File: src/rtl/cache_control_nway_pkg.sv
// Shared types for the N-way cache controller and its helpers.
//   cache_ctl_state_t : controller FSM encoding
//   MIN_WAYS/MAX_WAYS : legal range for the way-count parameter
package cache_control_nway_pkg;

    localparam int MIN_WAYS = 2;
    localparam int MAX_WAYS = 8;

    typedef enum logic [1:0] {
        IDLE      = 2'd0,
        WRITEBACK = 2'd1,
        WB_BREAK  = 2'd2,
        FILL      = 2'd3
    } cache_ctl_state_t;

endpackage

File: src/rtl/cache_control_nway_if.sv
// Bundle between the cache controller and its surroundings (CPU request,
// datapath set state, memory port, performance counters).
//   master : CPU/datapath/memory side, drives requests and set state
//   slave  : the controller, drives datapath controls and counters
interface cache_control_nway_if #(
    parameter int NUM_WAYS  = 4,
    parameter int CNT_WIDTH = 32
);
    localparam int WAY_IDX_W = $clog2(NUM_WAYS);

    logic                 cache_read;
    logic                 cache_write;
    logic [NUM_WAYS-1:0]  way_hit;
    logic [NUM_WAYS-1:0]  way_valid;
    logic [NUM_WAYS-1:0]  way_dirty;
    logic [NUM_WAYS-2:0]  plru_out;
    logic                 mem_resp;
    logic                 perf_clear;

    logic                 cache_resp;
    logic                 mem_read;
    logic                 mem_write;
    logic                 mem_addr_sel;
    logic                 data_sel;
    logic [NUM_WAYS-1:0]  load_data;
    logic [NUM_WAYS-1:0]  load_tag;
    logic [NUM_WAYS-1:0]  load_dirty;
    logic                 dirty_in;
    logic                 load_plru;
    logic [NUM_WAYS-2:0]  plru_in;
    logic [WAY_IDX_W-1:0] victim_way;
    logic [CNT_WIDTH-1:0] hit_count;
    logic [CNT_WIDTH-1:0] miss_count;
    logic [CNT_WIDTH-1:0] wb_count;

    modport master (
        output cache_read, cache_write, way_hit, way_valid, way_dirty,
               plru_out, mem_resp, perf_clear,
        input  cache_resp, mem_read, mem_write, mem_addr_sel, data_sel,
               load_data, load_tag, load_dirty, dirty_in, load_plru,
               plru_in, victim_way, hit_count, miss_count, wb_count
    );

    modport slave (
        input  cache_read, cache_write, way_hit, way_valid, way_dirty,
               plru_out, mem_resp, perf_clear,
        output cache_resp, mem_read, mem_write, mem_addr_sel, data_sel,
               load_data, load_tag, load_dirty, dirty_in, load_plru,
               plru_in, victim_way, hit_count, miss_count, wb_count
    );

endinterface

File: src/rtl/cache_control_nway_plru_tree.sv
// Combinational tree pseudo-LRU helper.
//   plru_bits  : tree bits of a set (node i has children 2i+1, 2i+2)
//   access_way : way being accessed
//   victim     : way the tree currently points at
//   plru_next  : tree bits after an access to access_way
// A node bit of 0 means the victim lies in the lower-index subtree.
module plru_tree #(
    parameter  int NUM_WAYS  = 4,
    localparam int WAY_IDX_W = $clog2(NUM_WAYS)
) (
    input  logic [NUM_WAYS-2:0]  plru_bits,
    input  logic [WAY_IDX_W-1:0] access_way,
    output logic [WAY_IDX_W-1:0] victim,
    output logic [NUM_WAYS-2:0]  plru_next
);

    localparam logic [NUM_WAYS-2:0] NODE_ONE = (NUM_WAYS-1)'(1);

    always_comb begin : walk_victim
        int                  node;
        logic [NUM_WAYS-2:0] sh;
        node = 0;
        sh   = '0;
        for (int lvl = 0; lvl < WAY_IDX_W; lvl++) begin
            sh   = plru_bits >> node;
            node = 2 * node + (sh[0] ? 2 : 1);
        end
        victim = WAY_IDX_W'(node - (NUM_WAYS - 1));
    end

    // Walk the access path from the root, pointing each node away from
    // the accessed way; MSB of the way index picks the root's child.
    always_comb begin : walk_update
        int                   node;
        logic [WAY_IDX_W-1:0] aw;
        node      = 0;
        aw        = '0;
        plru_next = plru_bits;
        for (int lvl = 0; lvl < WAY_IDX_W; lvl++) begin
            aw        = access_way >> (WAY_IDX_W - 1 - lvl);
            plru_next = (plru_next & ~(NODE_ONE << node))
                      | (aw[0] ? '0 : (NODE_ONE << node));
            node      = 2 * node + (aw[0] ? 2 : 1);
        end
    end

endmodule

File: src/rtl/cache_control_nway.sv
// Control FSM for an N-way set-associative write-back/write-allocate cache.
//   clk, rst : clock, synchronous active-high reset
//   bus      : CPU request, datapath set state and controls, memory port,
//              saturating hit/miss/writeback counters
//
// state     | meaning
// IDLE      | wait for request; hits complete here in zero wait states
// WRITEBACK | write dirty victim line to memory
// WB_BREAK  | one dead cycle between writeback and fill
// FILL      | read line from memory into victim way
module cache_control_nway
    import cache_control_nway_pkg::*;
#(
    parameter int NUM_WAYS  = 4,
    parameter int CNT_WIDTH = 32,
    parameter int WAY_IDX_W = $clog2(NUM_WAYS)
) (
    input logic               clk,
    input logic               rst,
    cache_control_nway_if.slave bus
);

    if (NUM_WAYS < MIN_WAYS || NUM_WAYS > MAX_WAYS ||
        (NUM_WAYS & (NUM_WAYS - 1)) != 0) begin : g_bad_ways
        $error("cache_control_nway: NUM_WAYS must be a power of two in 2..8");
    end

    cache_ctl_state_t     state, state_next;
    logic                 req, hit, miss, hit_resp, miss_pending;
    logic [WAY_IDX_W-1:0] hit_way, inv_way, plru_victim, victim_comb, victim_q;
    logic [NUM_WAYS-2:0]  plru_next;
    logic [CNT_WIDTH-1:0] hit_cnt, miss_cnt, wb_cnt;

    assign req      = bus.cache_read | bus.cache_write;
    assign hit      = req & (|bus.way_hit);
    assign miss     = (state == IDLE) & req & ~hit;
    assign hit_resp = (state == IDLE) & hit;

    // Lowest set bit wins for both the hit way and the first invalid way.
    always_comb begin
        hit_way = '0;
        inv_way = '0;
        for (int i = NUM_WAYS - 1; i >= 0; i--) begin
            if (bus.way_hit[i])    hit_way = WAY_IDX_W'(i);
            if (!bus.way_valid[i]) inv_way = WAY_IDX_W'(i);
        end
    end

    assign victim_comb = (~&bus.way_valid) ? inv_way : plru_victim;

    plru_tree #(.NUM_WAYS(NUM_WAYS)) u_plru (
        .plru_bits (bus.plru_out),
        .access_way(hit_way),
        .victim    (plru_victim),
        .plru_next (plru_next)
    );

    always_ff @(posedge clk) begin
        if (rst) state <= IDLE;
        else     state <= state_next;
    end

    always_comb begin
        state_next = state;
        unique case (state)
            IDLE:      if (miss)
                           state_next = (bus.way_valid[victim_comb] & bus.way_dirty[victim_comb])
                                      ? WRITEBACK : FILL;
            WRITEBACK: if (bus.mem_resp) state_next = WB_BREAK;
            WB_BREAK:  state_next = FILL;
            FILL:      if (bus.mem_resp) state_next = IDLE;
            default:   state_next = IDLE;
        endcase
    end

    always_comb begin
        bus.cache_resp   = 1'b0;
        bus.mem_read     = 1'b0;
        bus.mem_write    = 1'b0;
        bus.mem_addr_sel = 1'b0;
        bus.data_sel     = 1'b0;
        bus.load_data    = '0;
        bus.load_tag     = '0;
        bus.load_dirty   = '0;
        bus.dirty_in     = 1'b0;
        bus.load_plru    = 1'b0;
        bus.plru_in      = '0;
        unique case (state)
            IDLE: if (hit) begin
                bus.cache_resp = 1'b1;
                bus.load_plru  = 1'b1;
                bus.plru_in    = plru_next;
                if (bus.cache_write) begin
                    bus.data_sel   = 1'b1;
                    bus.load_data  = NUM_WAYS'(1) << hit_way;
                    bus.load_dirty = NUM_WAYS'(1) << hit_way;
                    bus.dirty_in   = 1'b1;
                end
            end
            WRITEBACK: begin
                bus.mem_write    = 1'b1;
                bus.mem_addr_sel = 1'b1;
            end
            WB_BREAK: ;
            FILL: begin
                bus.mem_read = 1'b1;
                if (bus.mem_resp) begin
                    bus.load_data  = NUM_WAYS'(1) << victim_q;
                    bus.load_tag   = NUM_WAYS'(1) << victim_q;
                    bus.load_dirty = NUM_WAYS'(1) << victim_q;
                end
            end
            default: ;
        endcase
    end

    function automatic logic [CNT_WIDTH-1:0] sat_inc(input logic [CNT_WIDTH-1:0] cnt,
                                                     input logic inc);
        return (inc && cnt != '1) ? cnt + 1'b1 : cnt;
    endfunction

    // The response that ends a miss is the replayed hit, so it is not a hit.
    always_ff @(posedge clk) begin
        if (rst) begin
            victim_q     <= '0;
            miss_pending <= 1'b0;
            hit_cnt      <= '0;
            miss_cnt     <= '0;
            wb_cnt       <= '0;
        end else begin
            if (miss) begin
                victim_q     <= victim_comb;
                miss_pending <= 1'b1;
            end else if (hit_resp) begin
                miss_pending <= 1'b0;
            end
            if (bus.perf_clear) begin
                hit_cnt  <= '0;
                miss_cnt <= '0;
                wb_cnt   <= '0;
            end else begin
                hit_cnt  <= sat_inc(hit_cnt, hit_resp & ~miss_pending);
                miss_cnt <= sat_inc(miss_cnt, miss);
                wb_cnt   <= sat_inc(wb_cnt, (state == WRITEBACK) & bus.mem_resp);
            end
        end
    end

    assign bus.victim_way = victim_q;
    assign bus.hit_count  = hit_cnt;
    assign bus.miss_count = miss_cnt;
    assign bus.wb_count   = wb_cnt;

    a_rd_wr_excl: assert property (@(posedge clk) disable iff (rst)
        !(bus.cache_read && bus.cache_write));
    a_hit_onehot: assert property (@(posedge clk) disable iff (rst)
        req |-> $onehot0(bus.way_hit));

endmodule

File: src/flat_wrapper.sv
// flat-port wrapper written by rule: the top's interface ports become plain ports
module cache_control_nway_flat import cache_control_nway_pkg::*;
#(
    parameter int NUM_WAYS  = 4,
    parameter int CNT_WIDTH = 32,
    parameter int WAY_IDX_W = $clog2(NUM_WAYS)
)
  (clk, rst, bus_cache_read, bus_cache_write, bus_way_hit, bus_way_valid, bus_way_dirty, bus_plru_out, bus_mem_resp, bus_perf_clear, bus_cache_resp, bus_mem_read, bus_mem_write, bus_mem_addr_sel, bus_data_sel, bus_load_data, bus_load_tag, bus_load_dirty, bus_dirty_in, bus_load_plru, bus_plru_in, bus_victim_way, bus_hit_count, bus_miss_count, bus_wb_count);
  cache_control_nway_if #(.NUM_WAYS(NUM_WAYS), .CNT_WIDTH(CNT_WIDTH)) bus_i ();
  input logic clk;
  input logic rst;
  input wire logic [$bits(bus_i.cache_read)-1:0] bus_cache_read;
  input wire logic [$bits(bus_i.cache_write)-1:0] bus_cache_write;
  input wire logic [$bits(bus_i.way_hit)-1:0] bus_way_hit;
  input wire logic [$bits(bus_i.way_valid)-1:0] bus_way_valid;
  input wire logic [$bits(bus_i.way_dirty)-1:0] bus_way_dirty;
  input wire logic [$bits(bus_i.plru_out)-1:0] bus_plru_out;
  input wire logic [$bits(bus_i.mem_resp)-1:0] bus_mem_resp;
  input wire logic [$bits(bus_i.perf_clear)-1:0] bus_perf_clear;
  output wire logic [$bits(bus_i.cache_resp)-1:0] bus_cache_resp;
  output wire logic [$bits(bus_i.mem_read)-1:0] bus_mem_read;
  output wire logic [$bits(bus_i.mem_write)-1:0] bus_mem_write;
  output wire logic [$bits(bus_i.mem_addr_sel)-1:0] bus_mem_addr_sel;
  output wire logic [$bits(bus_i.data_sel)-1:0] bus_data_sel;
  output wire logic [$bits(bus_i.load_data)-1:0] bus_load_data;
  output wire logic [$bits(bus_i.load_tag)-1:0] bus_load_tag;
  output wire logic [$bits(bus_i.load_dirty)-1:0] bus_load_dirty;
  output wire logic [$bits(bus_i.dirty_in)-1:0] bus_dirty_in;
  output wire logic [$bits(bus_i.load_plru)-1:0] bus_load_plru;
  output wire logic [$bits(bus_i.plru_in)-1:0] bus_plru_in;
  output wire logic [$bits(bus_i.victim_way)-1:0] bus_victim_way;
  output wire logic [$bits(bus_i.hit_count)-1:0] bus_hit_count;
  output wire logic [$bits(bus_i.miss_count)-1:0] bus_miss_count;
  output wire logic [$bits(bus_i.wb_count)-1:0] bus_wb_count;
  assign bus_i.cache_read = bus_cache_read;
  assign bus_i.cache_write = bus_cache_write;
  assign bus_i.way_hit = bus_way_hit;
  assign bus_i.way_valid = bus_way_valid;
  assign bus_i.way_dirty = bus_way_dirty;
  assign bus_i.plru_out = bus_plru_out;
  assign bus_i.mem_resp = bus_mem_resp;
  assign bus_i.perf_clear = bus_perf_clear;
  assign bus_cache_resp = bus_i.cache_resp;
  assign bus_mem_read = bus_i.mem_read;
  assign bus_mem_write = bus_i.mem_write;
  assign bus_mem_addr_sel = bus_i.mem_addr_sel;
  assign bus_data_sel = bus_i.data_sel;
  assign bus_load_data = bus_i.load_data;
  assign bus_load_tag = bus_i.load_tag;
  assign bus_load_dirty = bus_i.load_dirty;
  assign bus_dirty_in = bus_i.dirty_in;
  assign bus_load_plru = bus_i.load_plru;
  assign bus_plru_in = bus_i.plru_in;
  assign bus_victim_way = bus_i.victim_way;
  assign bus_hit_count = bus_i.hit_count;
  assign bus_miss_count = bus_i.miss_count;
  assign bus_wb_count = bus_i.wb_count;
  cache_control_nway #(.NUM_WAYS(NUM_WAYS), .CNT_WIDTH(CNT_WIDTH), .WAY_IDX_W(WAY_IDX_W)) u_core (.clk(clk), .rst(rst), .bus(bus_i));
endmodule
File: config.mk
export PLATFORM = sky130hd
export DESIGN_NAME = cache_control_nway_flat
export DESIGN_NICKNAME = d
export VERILOG_FILES = /design/src/rtl/cache_control_nway_pkg.sv /design/src/rtl/cache_control_nway_if.sv /design/src/rtl/cache_control_nway_plru_tree.sv /design/src/rtl/cache_control_nway.sv /design/src/flat_wrapper.sv
export SDC_FILE = /design/constraint.sdc
export NUM_CORES = 1
export LEC_CHECK = 0
export ABC_CLOCK_PERIOD_IN_PS = 3100
export CORE_MARGIN = 4
export CORE_UTILIZATION = 35
export CTS_CLUSTER_SIZE = 30
export DETAILED_ROUTE_END_ITERATION = 6
export MAX_ROUTING_LAYER = met4
export SYNTH_ARGS = -nofsm -noshare
export SYNTH_HDL_FRONTEND = slang
export SYNTH_HIERARCHICAL = 1
export SYNTH_SLANG_ARGS = --single-unit
File: constraint.sdc
create_clock -name clk -period 3.1 [get_ports clk]
set_clock_uncertainty 0.2 [all_clocks]
set_input_delay 0.31 -clock clk [delete_from_list [all_inputs] [get_ports clk]]
set_output_delay 0.31 -clock clk [all_outputs]
set_load 0.05 [all_outputs]
==> reports/qor.yml, run 1 <==
detailed_routing:
  highest_layer: "met4"
  via_per_inst: 5.585
  drc: 0
  wirelength_um: 16120
  route.met3.wl_um: 1047
  wl_met1_um: 7101
  first_pass_iters: 5
  num_vias: 5568
  ant_nets: 0
  routedWlPerCell_um: 16.17
  drt_iter0_drc: 392
  wl_met2_um: 7794
yosys:
  yosysSeqAreaShare_pct: 37.62
  synth_top_cell_area_share_pct: 37.62
  syn_area_per_cell_um2: 8.011
  synth_flop_cell: "dfxtp_1"
  async_flop_share_pct: 0
  netlist_top_cells_area: "dfxtp_1 38%, a21oi_1 5.2%, or3_1 5.0%, xnor2_1 4.9%, nor2_1 4.2%"
  syn_area_mm2: 0.005375
  yosysTopAreaCell: "dfxtp_1"
  syn_inst: 671
  synth_warnings: 6
  ys_ff_latch: 101
  syn_nets: 700
  ys_types: 49
  synth-edff-count: 0
grt:
  grt_pass1_vias: 5292
  grt_pass1_wl_um: 26250
  grt_usage_pct: 18.57
  grt_max_degree: 44
  overflow: 0
  grt_antenna_before_repair: 0
worst_setup_path:
  worstPathRequired_ns: 2.59
  end_kind: "output port"
  r2r_setup_slack_ns: 0.23
  critPathKind: "reg2out"
  crit_fanout: 4
  cp_data_arrival_time_ns: 2.40
  start_kind: "flop"
power:
  p_sw_share_pct: 32.59
  pwr-share-comb_pct: 24.2
  clock_power_share_pct: 35.4
  p_sw_mw: 1.077
  vdd_drop_max_uv: 364.4
  p_total_mw: 3.304
  total_leakage_power_nw: 2.235
  internal-power_mw: 2.227
  p_seq_share_pct: 40.3
  powerDensity_mw_per_mm2: 451.5
clock_tree:
  clk_latency_ns: 0.35
  holdBufCountCts: 0
  cts_buffers: 9
  cts_max_path_buffers: 2
  clock_sinks: 101
  clkTransAtPathRegs_ns: 0.07
  cts-root-buf: "clkbuf_16"
  post_cts_buffers: 0
  cts_resized: 0
  htree_levels: 3
  tritoncts: "yes"
floorplan:
  start_util_pct: 35.49
  die_h_um: 131.9
  core_mm2: 0.01515
  std_cell_rows: 45
  die_area_mm2: 0.01740
  die_w_um: 131.9
  io_pins: 141
final_layout:
  final_cell_mix: "130 x clkdlybuf4s50_1, 101 x dfxtp_1, 56 x a21oi_1"
  synthToLayoutAreaGrowth_pct: 36.13
  multi_input_area_mm2: 0.003119
  drive_above_1_share_pct: 9.023
  final_core_util_pct: 48.31
  final_common_cell: "clkdlybuf4s50_1"
  final_net_count: 834
  antenna_cells: 0
  ff_latch_area_mm2: 0.002022
  num-fill-cells: 1424
sta:
  finalHoldViolCount: 0
  maxSlewViolCount: 0
  period_share_pct: 93.85
  setup_violations: 0
  rsz0062_at_grt: "false"
  maxSlewHeadroom_pct: 27.34
  worst_pin_slew_ns: 1.081
  max_freq_ghz: 0.3437
  hold_ws_ns: 0.2723
  period_minus_slack_ns: 2.909
flow_run:
  cap_violations: 0
placement:
  io_buffers: 140
  hpwl_um: 11940
  gp_congestion: 0.8563
outcome:
  outcome: "finished clean"
worst_hold_path:
  hold_class: "reg2reg"
-- sequential cells by signal, indices dropped and copies added, names as in the netlist --
signal	count
u_core/bus.hit_count	32
u_core/bus.miss_count	32
u_core/bus.wb_count	32
u_core/bus.victim_way	2
u_core/state	2
u_core/miss_pending	1
-- layout make-up --
type | count | area share, %
clock inverter | 3 | 0.6156
clock buffer | 12 | 3.505
multi-input combinational | 507 | 42.63
inverter | 22 | 1.129
timing repair buffer | 164 | 21.27
tap | 188 | 3.215
sequential | 101 | 27.63
-- worst max-delay path, stage by stage (launching register included) --
cell and delay, ns:
dfxtp_1 0.38, ha_1 0.24, nand2_1 0.11, nor3_2 0.21
a41oi_1 0.12, nor2_2 0.16, clkdlybuf4s50_1 0.83
-- power by group through the flow --
stage	Clock, mW	Combinational (mW)	Sequential, mW
final	1.17	0.801	1.33
after CTS	1.20	0.806	1.33
after global placement	0	0.789	1.36
after global routing	1.25	0.856	1.34
after floorplan	0	0.554	1.38
after detailed placement	0	0.801	1.36
-- cells by family (layout without fill, tap and decap cells) --
family / Yosys count / in the layout / share of synthesized area [%]
xor gates and xnor gates: 32 / 32 / 5.214
and+or+nand+nor: 304 / 304 / 31.01
adders and majority gates: 8 / 8 / 1.862
buffers and inverters: 63 / 201 / 4.981
AOI/OAI and AO/OA: 153 / 153 / 17.37
muxes: 10 / 10 / 1.955
DFF: 101 / 101 / 37.62
-- cell usage after synthesis (2+ instances only) --
library cell	instances
nor2b_1	3
xor2_1	2
xnor2_1	30
a211oi_1	14
or4_1	20
or3_1	43
mux2i_1	9
and4_1	15
buf_4	7
or2_2	2
nor2_1	60
nand2_1	52
o31ai_1	17
nand3_1	36
inv_1	22
buf_2	4
o21ai_0	36
nand4_1	27
a41oi_1	2
nand3b_1	2
ha_1	8
a21oi_1	56
clkbuf_1	30
nor3_1	9
nor4_1	14
and3_1	13
a31oi_1	2
dfxtp_1	101
o21ai_1	2
o21a_1	3
or3_2	2
o211ai_1	6
a31o_2	6
-- final timing paths --
check / endpoint / depth (start not counted) / from
max: bus_load_data[2] / 6 / u_core/state[0]
min: u_core/miss_pending / 2 / u_core/miss_pending
max reg2reg: u_core/bus.miss_count[2] / 6 / u_core/bus.miss_count[16]
min reg2reg: u_core/miss_pending / 2 / u_core/miss_pending
-- stage by stage --
step                TNS (ns)  instance area, um^2  std cells  setup WS [ns]
global placement           0                 7015        982        0.09770
floorplan           -0.03017                 5400        671       -0.02334
global route               0                 7317        997        0.06235
detailed placement         0                 7015        982        0.04953
finish                     0                 7317        997         0.1907
CTS                        0                 7317        997         0.1765
-- routing by layer --
| layer | vias to the layer above | track usage [%] |
|---|---|---|
| met5 | - | - |
| met4 | 0 | 5.018 |
| met3 | 17 | 5.153 |
| met2 | 171 | 30.10 |
| met1 | 2624 | 22.78 |
| li1 | 2756 | - |
(Power assumes the default switching activity.)
==> inputs of run 2 (changes only) <==
--- a/config.mk
+++ b/config.mk
@@ -6,6 +6,7 @@
 export NUM_CORES = 1
 export LEC_CHECK = 0
 export ABC_CLOCK_PERIOD_IN_PS = 3100
+export CAP_MARGIN = 20
 export CORE_MARGIN = 4
 export CORE_UTILIZATION = 35
 export CTS_CLUSTER_SIZE = 30
==> results of run 2 <==
Final layout, timing and power as in run 1 (identical DEF).
